==> config.mk <==
export PLATFORM = sky130hd
export DESIGN_NAME = tqvp_crc32_check
export DESIGN_NICKNAME = d
export VERILOG_FILES = /design/src/rtl/tqvp_crc32_pkg.sv /design/src/rtl/tqvp_crc32_bitstep.sv /design/src/rtl/tqvp_crc32_check.sv
export SDC_FILE = /design/constraint.sdc
export NUM_CORES = 1
export LEC_CHECK = 0
export CORE_ASPECT_RATIO = 0.8
export CORE_MARGIN = 5
export CORE_UTILIZATION = 40
export CTS_CLUSTER_DIAMETER = 120
export DETAILED_ROUTE_END_ITERATION = 8
export PLACE_DENSITY = 0.68
export SETUP_SLACK_MARGIN = 0.1
export SYNTH_ARGS = -nofsm -noshare
export SYNTH_HDL_FRONTEND = slang
export SYNTH_SLANG_ARGS = --single-unit
==> constraint.sdc <==
create_clock -name clk -period 3.3 [get_ports clk]
set_input_delay 0.825 -clock clk [delete_from_list [all_inputs] [get_ports clk]]
set_output_delay 0.825 -clock clk [all_outputs]
set_load 0.03 [all_outputs]
==> src/rtl/tqvp_crc32_pkg.sv <==
// Shared definitions for the TinyQV CRC-32 peripherals: polynomial constants,
// register map, STATUS layout and FSM encoding.
package tqvp_crc32_pkg;

   localparam logic [31:0] POLY    = 32'hEDB88320;
   localparam logic [31:0] INIT    = 32'hFFFFFFFF;
   localparam logic [31:0] RESIDUE = 32'hDEBB20E3;

   localparam int unsigned LEN_W = 16;
   // Shortest frame that can hold at least one payload byte plus the 4-byte CRC.
   localparam logic [LEN_W-1:0] MIN_LEN = LEN_W'(5);

   // Write map
   localparam logic [3:0] ADDR_CTRL   = 4'h0;
   localparam logic [3:0] ADDR_LEN_LO = 4'h1;
   localparam logic [3:0] ADDR_LEN_HI = 4'h2;
   localparam logic [3:0] ADDR_DATA   = 4'h3;

   // Read map
   localparam logic [3:0] ADDR_STATUS   = 4'h4;
   localparam logic [3:0] ADDR_CRC0     = 4'h5;
   localparam logic [3:0] ADDR_CRC1     = 4'h6;
   localparam logic [3:0] ADDR_CRC2     = 4'h7;
   localparam logic [3:0] ADDR_CRC3     = 4'h8;
   localparam logic [3:0] ADDR_CNT_LO   = 4'h9;
   localparam logic [3:0] ADDR_CNT_HI   = 4'hA;
   localparam logic [3:0] ADDR_LENRD_LO = 4'hB;
   localparam logic [3:0] ADDR_LENRD_HI = 4'hC;

   // STATUS bit positions
   localparam int unsigned STAT_BUSY    = 0;
   localparam int unsigned STAT_DONE    = 1;
   localparam int unsigned STAT_PASS    = 2;
   localparam int unsigned STAT_OVF     = 3;
   localparam int unsigned STAT_LEN_ERR = 4;
   localparam int unsigned STAT_HOLD    = 5;

   typedef enum logic [1:0] {
      StIdle,
      StShift,
      StCheck,
      StDone
   } state_e;

   function automatic logic [7:0] crc_byte(input logic [31:0] crc, input logic [1:0] idx);
      return crc[8*idx +: 8];
   endfunction

endpackage

==> src/rtl/tqvp_crc32_bitstep.sv <==
// One bit of a reflected CRC-32 update: shifts one data bit into the register.
module tqvp_crc32_bitstep
   import tqvp_crc32_pkg::*;
(
   input  logic [31:0] crc,
   input  logic        data_bit,
   output logic [31:0] crc_next
);

   logic fb;

   always_comb begin
      fb       = crc[0] ^ data_bit;
      crc_next = (crc >> 1) ^ (fb ? POLY : 32'h0);
   end

endmodule

==> src/rtl/tqvp_crc32_check.sv <==
// CRC-32 frame checker peripheral: bytes written to DATA are folded bit-serially
// into the CRC register; after LEN bytes the register is compared to the residue.
module tqvp_crc32_check
   import tqvp_crc32_pkg::*;
(
   input  logic       clk,
   input  logic       rst,
   input  logic [7:0] ui_in,
   output logic [7:0] uo_out,
   input  logic [3:0] address,
   input  logic       data_write,
   input  logic [7:0] data_in,
   output logic [7:0] data_out
);

   state_e             state_q, state_d;
   logic [31:0]        crc_q, crc_d;
   logic [LEN_W-1:0]   len_q, len_d;
   logic [LEN_W-1:0]   byte_cnt_q, byte_cnt_d;
   logic [LEN_W-1:0]   byte_cnt_inc;
   logic [7:0]         hold_q, hold_d;
   logic               hold_valid_q, hold_valid_d;
   logic [7:0]         shreg_q, shreg_d;
   logic [2:0]         bit_cnt_q, bit_cnt_d;
   logic               done_q, done_d;
   logic               pass_q, pass_d;
   logic               overflow_q, overflow_d;
   logic               len_err_q, len_err_d;

   logic [31:0]        crc_step;
   logic               busy;
   logic               len_wr_ok;
   logic               hold_full;
   logic [7:0]         status;
   logic               unused_ui;

   assign unused_ui = ^ui_in;

   tqvp_crc32_bitstep u_bitstep (
      .crc      (crc_q),
      .data_bit (shreg_q[0]),
      .crc_next (crc_step)
   );

   assign busy         = (state_q == StShift) || (state_q == StCheck) || hold_valid_q;
   assign len_wr_ok    = (state_q == StIdle) && (byte_cnt_q == '0) && !hold_valid_q;
   // In IDLE a pending hold byte is drained this cycle, so the slot can be refilled.
   assign hold_full    = hold_valid_q && (state_q != StIdle);
   assign byte_cnt_inc = byte_cnt_q + LEN_W'(1);

   always_comb begin
      state_d      = state_q;
      crc_d        = crc_q;
      len_d        = len_q;
      byte_cnt_d   = byte_cnt_q;
      hold_d       = hold_q;
      hold_valid_d = hold_valid_q;
      shreg_d      = shreg_q;
      bit_cnt_d    = bit_cnt_q;
      done_d       = done_q;
      pass_d       = pass_q;
      overflow_d   = overflow_q;
      len_err_d    = len_err_q;

      unique case (state_q)
         StIdle: begin
            if (hold_valid_q) begin
               shreg_d      = hold_q;
               hold_valid_d = 1'b0;
               bit_cnt_d    = 3'd0;
               state_d      = StShift;
            end
         end
         StShift: begin
            crc_d     = crc_step;
            shreg_d   = shreg_q >> 1;
            bit_cnt_d = bit_cnt_q + 3'd1;
            if (bit_cnt_q == 3'd7) begin
               byte_cnt_d = byte_cnt_inc;
               state_d    = (byte_cnt_inc == len_q) ? StCheck : StIdle;
            end
         end
         StCheck: begin
            pass_d  = (crc_q == RESIDUE);
            done_d  = 1'b1;
            state_d = StDone;
         end
         StDone: begin
         end
      endcase

      // Bus writes override the FSM; a clear aborts any frame in progress.
      if (data_write) begin
         case (address)
            ADDR_CTRL: begin
               if (data_in[0]) begin
                  state_d      = StIdle;
                  crc_d        = INIT;
                  byte_cnt_d   = '0;
                  hold_valid_d = 1'b0;
                  bit_cnt_d    = 3'd0;
                  done_d       = 1'b0;
                  pass_d       = 1'b0;
                  overflow_d   = 1'b0;
                  len_err_d    = 1'b0;
               end
            end
            ADDR_LEN_LO: if (len_wr_ok) len_d[7:0]  = data_in;
            ADDR_LEN_HI: if (len_wr_ok) len_d[15:8] = data_in;
            ADDR_DATA: begin
               if ((state_q == StDone) || hold_full) begin
                  overflow_d = 1'b1;
               end else if ((state_q == StIdle) && (byte_cnt_q == '0) && (len_q < MIN_LEN)) begin
                  len_err_d = 1'b1;
                  done_d    = 1'b1;
                  pass_d    = 1'b0;
                  state_d   = StDone;
               end else begin
                  hold_d       = data_in;
                  hold_valid_d = 1'b1;
               end
            end
            default: begin
            end
         endcase
      end
   end

   always_ff @(posedge clk or posedge rst) begin
      if (rst) begin
         state_q      <= StIdle;
         crc_q        <= INIT;
         len_q        <= '0;
         byte_cnt_q   <= '0;
         hold_q       <= 8'h00;
         hold_valid_q <= 1'b0;
         shreg_q      <= 8'h00;
         bit_cnt_q    <= 3'd0;
         done_q       <= 1'b0;
         pass_q       <= 1'b0;
         overflow_q   <= 1'b0;
         len_err_q    <= 1'b0;
      end else begin
         state_q      <= state_d;
         crc_q        <= crc_d;
         len_q        <= len_d;
         byte_cnt_q   <= byte_cnt_d;
         hold_q       <= hold_d;
         hold_valid_q <= hold_valid_d;
         shreg_q      <= shreg_d;
         bit_cnt_q    <= bit_cnt_d;
         done_q       <= done_d;
         pass_q       <= pass_d;
         overflow_q   <= overflow_d;
         len_err_q    <= len_err_d;
      end
   end

   always_comb begin
      status               = 8'h00;
      status[STAT_BUSY]    = busy;
      status[STAT_DONE]    = done_q;
      status[STAT_PASS]    = pass_q;
      status[STAT_OVF]     = overflow_q;
      status[STAT_LEN_ERR] = len_err_q;
      status[STAT_HOLD]    = hold_valid_q;
   end

   assign uo_out = {4'b0000, overflow_q | len_err_q, pass_q, done_q, busy};

   always_comb begin
      data_out = 8'h00;
      case (address)
         ADDR_STATUS:   data_out = status;
         ADDR_CRC0:     data_out = crc_byte(crc_q, 2'd0);
         ADDR_CRC1:     data_out = crc_byte(crc_q, 2'd1);
         ADDR_CRC2:     data_out = crc_byte(crc_q, 2'd2);
         ADDR_CRC3:     data_out = crc_byte(crc_q, 2'd3);
         ADDR_CNT_LO:   data_out = byte_cnt_q[7:0];
         ADDR_CNT_HI:   data_out = byte_cnt_q[15:8];
         ADDR_LENRD_LO: data_out = len_q[7:0];
         ADDR_LENRD_HI: data_out = len_q[15:8];
         default:       data_out = 8'h00;
      endcase
   end

endmodule

==> impl_metrics.csv, run 1 <==
group,metric,value,unit
status,run_status,"finished clean",
clocking,cts-root-buf,"clkbuf_16",
final_layout,fin_util,47.6,%
global_route,first_global_vias,4432,
floorplanning,ios,39,
route,wl,15.7,mm
timing,finalCriticalPeriod,3130,ps
power_and_ir_drop,ir_drop,0.000464,V
timing,skew,7.47,ps
setup_path,cp-start-kind,"input port",
clocking,cts_made_buffers,9,
power_and_ir_drop,power,5.31,mW
final_layout,final_area,6430,um^2
route,drcViolationCount,0,
yosys,synth-edff-count,0,
job,maxCapViolCount,0,
yosys,ys_types,55,
timing,finalHoldViolCount,0,
yosys,ys_warn_count,0,
final_layout,drive_gt1_share,23.8,%
power_and_ir_drop,power_density,826,nW/um^2
route,wl_per_cell,19.7,um
final_layout,synthToLayoutAreaGrowth,17.5,%
worst_hold_path,hp-class,"register to register",
yosys,ys_ff_latch,90,
setup_path,cp.required,2470,ps
global_route,antenna_found_initial,0,
final_layout,n_fill_cell,1278,
yosys,synthFlopType,"dfrtp_1",
yosys,async_flop_share,100,%
timing,hold_ws,481,ps
yosys,netlist.area_leader.share,26.5,%
route,first_pass_iters,5,
floorplanning,dieArea,16100,um^2
final_layout,mostFrequentLayoutCells,"nand2_1, dfrtp_1, o21ai_0, nor2_1, buf_4",
setup_path,cp_max_fo,21,
timing,finalMaxSlewViolations,0,
clocking,cts_setup_buffers,0,
yosys,ys_seq_area_share,41.9,%
placed_design,portBuffers,26,
setup_path,critPathKind,"input port to primary output",
clocking,cts.path.max_buffers,2,
setup_path,critical_path_arrival,2310,ps
route,drt-initial-drc-count,450,
clocking,clk_latency,350,ps
clocking,cts_tree,"yes",
yosys,synthCells,579,
clocking,cts.sinks,90,
floorplanning,coreArea,13500,um^2
route,viasPerCell,5.68,
floorplanning,die_height,115,um
placed_design,dpl_cell_area,6080,um^2
timing,rsz0062_at_grt,"false",
final_layout,fin_nets,643,
floorplanning,num_rows,38,
route,vias,4524,
timing,setup_violations,0,
yosys,netlist_top_cells_area,"dfrtp_1, dfstp_2, mux2_2",
timing,fmax,319,MHz
placed_design,place_hpwl,11.4,mm
final_layout,antenna_cells_inserted,0,
timing,relSlewSlack,48.4,%
global_route,grt_usage,20.4,%
clocking,cts-hold-fix-buffers,0,
global_route,grt_pass1_wl,25.6,mm
power_and_ir_drop,p_leak,2.67,nW
timing,worstMarginPinSlew,774,ps
yosys,syn_area,5470,um^2
floorplanning,fp.dieW,141,um
yosys,syn_avg_cell_area,9.44,um^2
route,drtAntennaViolNets,0,
timing,period_share,95.0,%
placed_design,place.gp.congestion,0.980,
global_route,grt_max_degree,61,
setup_path,crit_path_end_kind,"primary output",
final_layout,layout_commonest_cell,"nand2_1",
clocking,htreeDepth,3,
floorplanning,start_util,40.5,%
clocking,clk_pin_slew,60,ps
yosys,synth_area_leader_cell,"dfrtp_1",
global_route,grt_overflow,0,
==> synthesized netlist by cell type (8+ instances only) <==
cell type  count
nand2_1       79
dfrtp_1       58
o21ai_0       41
nor2_1        39
xnor2_1       34
dfstp_2       32
mux2_2        32
mux2i_1       32
clkbuf_1      30
nand3_1       20
a22oi_1       16
xor2_1        15
a21oi_1       11
inv_1         10
nor4_1        10
nor2b_1        9
buf_4          8
ha_1           8
nor3_1         8
==> metrics by stage <==
step / std cells / setup slack [ps] / TNS (ps)
floorplan: 582 / 186 / 0
global placement: 778 / -440 / -1620
detailed placement: 778 / -449 / -1760
CTS: 796 / 136 / 0
global route: 797 / 113 / 0
finish: 797 / 166 / 0
==> routing by layer <==
metal / vias to the layer above / wire length [um] / global-route usage [%] / share of wire [%]
met3: 10 / 986 / 4.80 / 6.3
met1: 2266 / 8060 / 31.6 / 51
met5: - / 0 / 0 / 0
met2: 153 / 6490 / 28.9 / 41
li1: 2095 / - / - / -
met4: 0 / 137 / 4.26 / 0.87
==> timing repair <==
action	in CTS	in global routing
resized for setup	13	8
pin swaps	0	2
gates cloned	2	0
setup endpoints to repair	8	7
==> worst max-delay path, cell delays in order <==
cell,delay (ps)
clkdlybuf4s15_2,290
buf_6,230
mux2_2,400
a22oi_1,180
o2111ai_2,160
buf_4,210
==> report_power, final <==
| part | leakage (nW) | total, mW | internal, mW | switching [mW] |
|---|---|---|---|---|
| Clock | 0.143 | 1.05 | 0.610 | 0.439 |
| Combinational | 1.45 | 2.06 | 0.949 | 1.11 |
| Sequential | 1.08 | 2.20 | 1.64 | 0.559 |
| Total | 2.67 | 5.31 | 3.20 | 2.11 |
==> path summary, 6_finish.rpt <==
| path | cells after the start | from | slack [ps] | end |
|---|---|---|---|---|
| max reg2reg | 8 | byte_cnt_q[0] | 540 | hold_q[6] |
| min in group asynchronous | 2 | rst | 850 | len_q[15] |
| min reg2reg | 2 | shreg_q[7] | 480 | shreg_q[7] |
| max | 6 | address[0] | 170 | data_out[0] |
| min | 2 | shreg_q[7] | 480 | shreg_q[7] |
| max in group asynchronous | 3 | rst | 1700 | byte_cnt_q[0] |
==> cell families (layout without fill, tap and decap cells) <==
kind of cell	count (synthesis)	in the layout	share of synthesized area (%)
mux	66	66	13.3
buf+inv	58	93	4.69
fa+ha+maj	8	8	1.83
xor+xnor	49	49	7.85
simple gates	206	206	18.5
flops	90	90	41.9
other cells	1	4	0.0686
compound gates	101	101	11.8
==> registers in the layout, indices dropped and copies added (netlist names) <==
signal	flops
len_err_q	1
shreg_q	8
overflow_q	1
state_q	2
hold_valid_q	1
hold_q	8
pass_q	1
bit_cnt_q	3
done_q	1
len_q	16
byte_cnt_q	16
crc_q	32
==> area by class of cell <==
type | instances | area (um^2) | share of cell area (%)
Timing Repair Buffer | 67 | 602 | 9.37
Sequential cell | 90 | 2290 | 35.7
Clock buffer | 12 | 246 | 3.84
Clock inverter | 4 | 51.3 | 0.798
Multi-Input combinational cell | 434 | 2970 | 46.2
Inverter | 10 | 38.8 | 0.604
Tap cell | 180 | 225 | 3.50
No activity file was read; power rests on OpenSTA's default activity.
==> inputs of run 2 (changes only) <==
Settings changed: HOLD_SLACK_MARGIN set to 0.05.
==> results of run 2 <==
No change in the layout: final DEF, timing and power equal those of run 1.
==> inputs of run 3 (changes only) <==
--- a/config.mk
+++ b/config.mk
@@ -8,3 +8,3 @@
 export CORE_ASPECT_RATIO = 0.8
-export CORE_MARGIN = 5
+export CORE_MARGIN = 4
 export CORE_UTILIZATION = 40
--- a/constraint.sdc
+++ b/constraint.sdc
@@ -3,2 +3,2 @@
 set_output_delay 0.825 -clock clk [all_outputs]
-set_load 0.03 [all_outputs]
+set_load 0.05 [all_outputs]
==> impl_metrics.csv, run 3 (synthesis gave the netlist of run 1 again) <==
group,metric,value,unit
power_and_ir_drop,p_comb_share,38.4,%
route,top_layer_used,"met4",
setup_path,r2r_setup_slack,520,ps
timing,worstMarginPinSlew,1080,ps
floorplanning,coreArea,13100,um^2
power_and_ir_drop,clock_power_share,22.1,%
route,drtAntennaViolNets,0,
timing,finalHoldViolCount,0,
route,wl_met2,6.52,mm
route,vias,4649,
placed_design,portBuffers,26,
worst_hold_path,hp-class,"register to register",
final_layout,largestRegisters,"crc_q: 32 flops, byte_cnt_q: 16 flops, len_q: 16 flops",
global_route,grt_overflow,0,
clocking,cts-hold-fix-buffers,0,
setup_path,reg2reg_depth,7,
placed_design,dpl_cell_area,6200,um^2
setup_path,critPathKind,"input port to primary output",
timing,skew,9.08,ps
placed_design,place_hpwl,11.6,mm
route,wl_per_cell,19.7,um
final_layout,synthToLayoutAreaGrowth,21.6,%
final_layout,largest_reg_flops,32,
clocking,clk_pin_slew,70,ps
power_and_ir_drop,p_leak,2.78,nW
placed_design,place.gp.congestion,0.953,
setup_path,cp_max_fo,9,
global_route,first_global_vias,4470,
clocking,cts_tree,"yes",
final_layout,antenna_cells_inserted,0,
timing,fmax,316,MHz
timing,finalMaxSlewViolations,0,
route,first_pass_iters,5,
setup_path,critical_path_arrival,2340,ps
power_and_ir_drop,power_density,847,nW/um^2
clocking,clk_latency,350,ps
timing,finalCriticalPeriod,3170,ps
power_and_ir_drop,power_frac_seq,39.5,%
final_layout,layout_commonest_cell,"nand2_1",
floorplanning,start_util,41.7,%
timing,rsz0062_at_grt,"true",
global_route,grt_usage,20.5,%
final_layout,fin_nets,647,
setup_path,r2r-end,"hold_q[0]",
floorplanning,num_rows,37,
timing,relSlewSlack,27.7,%
route,wl_met3,1.46,mm
power_and_ir_drop,p_int,3.40,mW
final_layout,final_area,6650,um^2
setup_path,cp-start-kind,"input port",
final_layout,mostFrequentLayoutCells,"nand2_1, dfrtp_1, buf_4",
final_layout,drive_gt1_share,25.3,%
global_route,grt_max_degree,54,
floorplanning,ios,39,
timing,setup_violations,0,
final_layout,n_fill_cell,1177,
status,run_status,"finished clean",
setup_path,timing.rr.start,"byte_cnt_q[0]",
floorplanning,fp.dieW,139,um
power_and_ir_drop,switchingPower,2.23,mW
route,drt-initial-drc-count,372,
setup_path,crit_path_end_kind,"primary output",
clocking,cts_made_buffers,9,
timing,period_share,95.9,%
final_layout,largest-register,"crc_q",
job,maxCapViolCount,0,
route,viasPerCell,5.84,
global_route,grt_pass1_wl,25.3,mm
clocking,htreeDepth,3,
final_layout,fin_util,50.7,%
setup_path,cp.required,2470,ps
clocking,cts.path.max_buffers,2,
route,m1WireLength,7.48,mm
final_layout,final_cells,796,
route,drcViolationCount,0,
floorplanning,die_height,113,um
global_route,antenna_found_initial,0,
power_and_ir_drop,ir_drop,0.000475,V
route,wl,15.7,mm
floorplanning,dieArea,15600,um^2
clocking,cts.sinks,90,
setup_path,crit_start,"address[3]",
power_and_ir_drop,swShare,39.6,%
setup_path,endpoint,"data_out[7]",
clocking,cts-root-buf,"clkbuf_16",
placed_design,placed_cells_incl_taps,777,
[run 3: layout make-up]
class,count,area [um^2],share of cell area [%]
clock inverters,6,119,1.79
inverters,10,38.8,0.583
repair buffers,71,716,10.8
clock buffers,10,239,3.59
multi-input cells,434,3020,45.5
well taps,175,219,3.29
flip-flops and latches,90,2290,34.5
[run 3: power groups by stage]
| stage | clock, mW | sequential [mW] | combinational, mW |
|---|---|---|---|
| floorplan | 0 | 1.89 | 1.76 |
| global placement | 0 | 2.20 | 2.06 |
| detailed placement | 0 | 2.22 | 2.13 |
| CTS | 1.27 | 2.20 | 2.16 |
| global route | 1.32 | 2.27 | 2.39 |
| finish | 1.24 | 2.22 | 2.16 |
[run 3: worst min-delay path by stage]
stage | startpoint | end | slack [ps] | cells past startpoint
after global placement | shreg_q[7] | shreg_q[7] | 460 | 2
after floorplan | shreg_q[7] | shreg_q[7] | 440 | 2
final | shreg_q[7] | shreg_q[7] | 480 | 2
after detailed placement | shreg_q[7] | shreg_q[7] | 460 | 2
after CTS | shreg_q[7] | shreg_q[7] | 480 | 2
after global routing | hold_q[1] | hold_q[1] | 530 | 1
[run 3: repair_timing]
item,in CTS,in global routing
hold endpoints to repair,0,0
buffers inserted,1,0
cloned,2,0
resized for setup,8,8
pin swaps,2,3
endpoints found under the setup margin,8,8
[run 3: per-stage QoR]
stage	hold slack [ps]	TNS [ps]	worst slack, ps	total power, mW
floorplan	438	0	152	3.65
global placement	457	-448	-83.8	4.26
detailed placement	456	-590	-106	4.34
CTS	482	0	93.0	5.62
global route	533	0	72.0	5.98
finish	483	0	134	5.63
[run 3: critical path, stage by stage]
cell,delay (ps)
dlygate4sd2_1,330
buf_4,210
nor2b_1,150
a22oi_1,180
o21ai_0,100
a22oi_1,250
o21ai_2,130
buf_12,170
[run 3: per-layer routing]
metal / GRT usage (%) / up-vias
met2: 28.9 / 189
met1: 31.5 / 2321
li1: - / 2118
met3: 4.60 / 21
met5: 0 / -
met4: 4.95 / 0
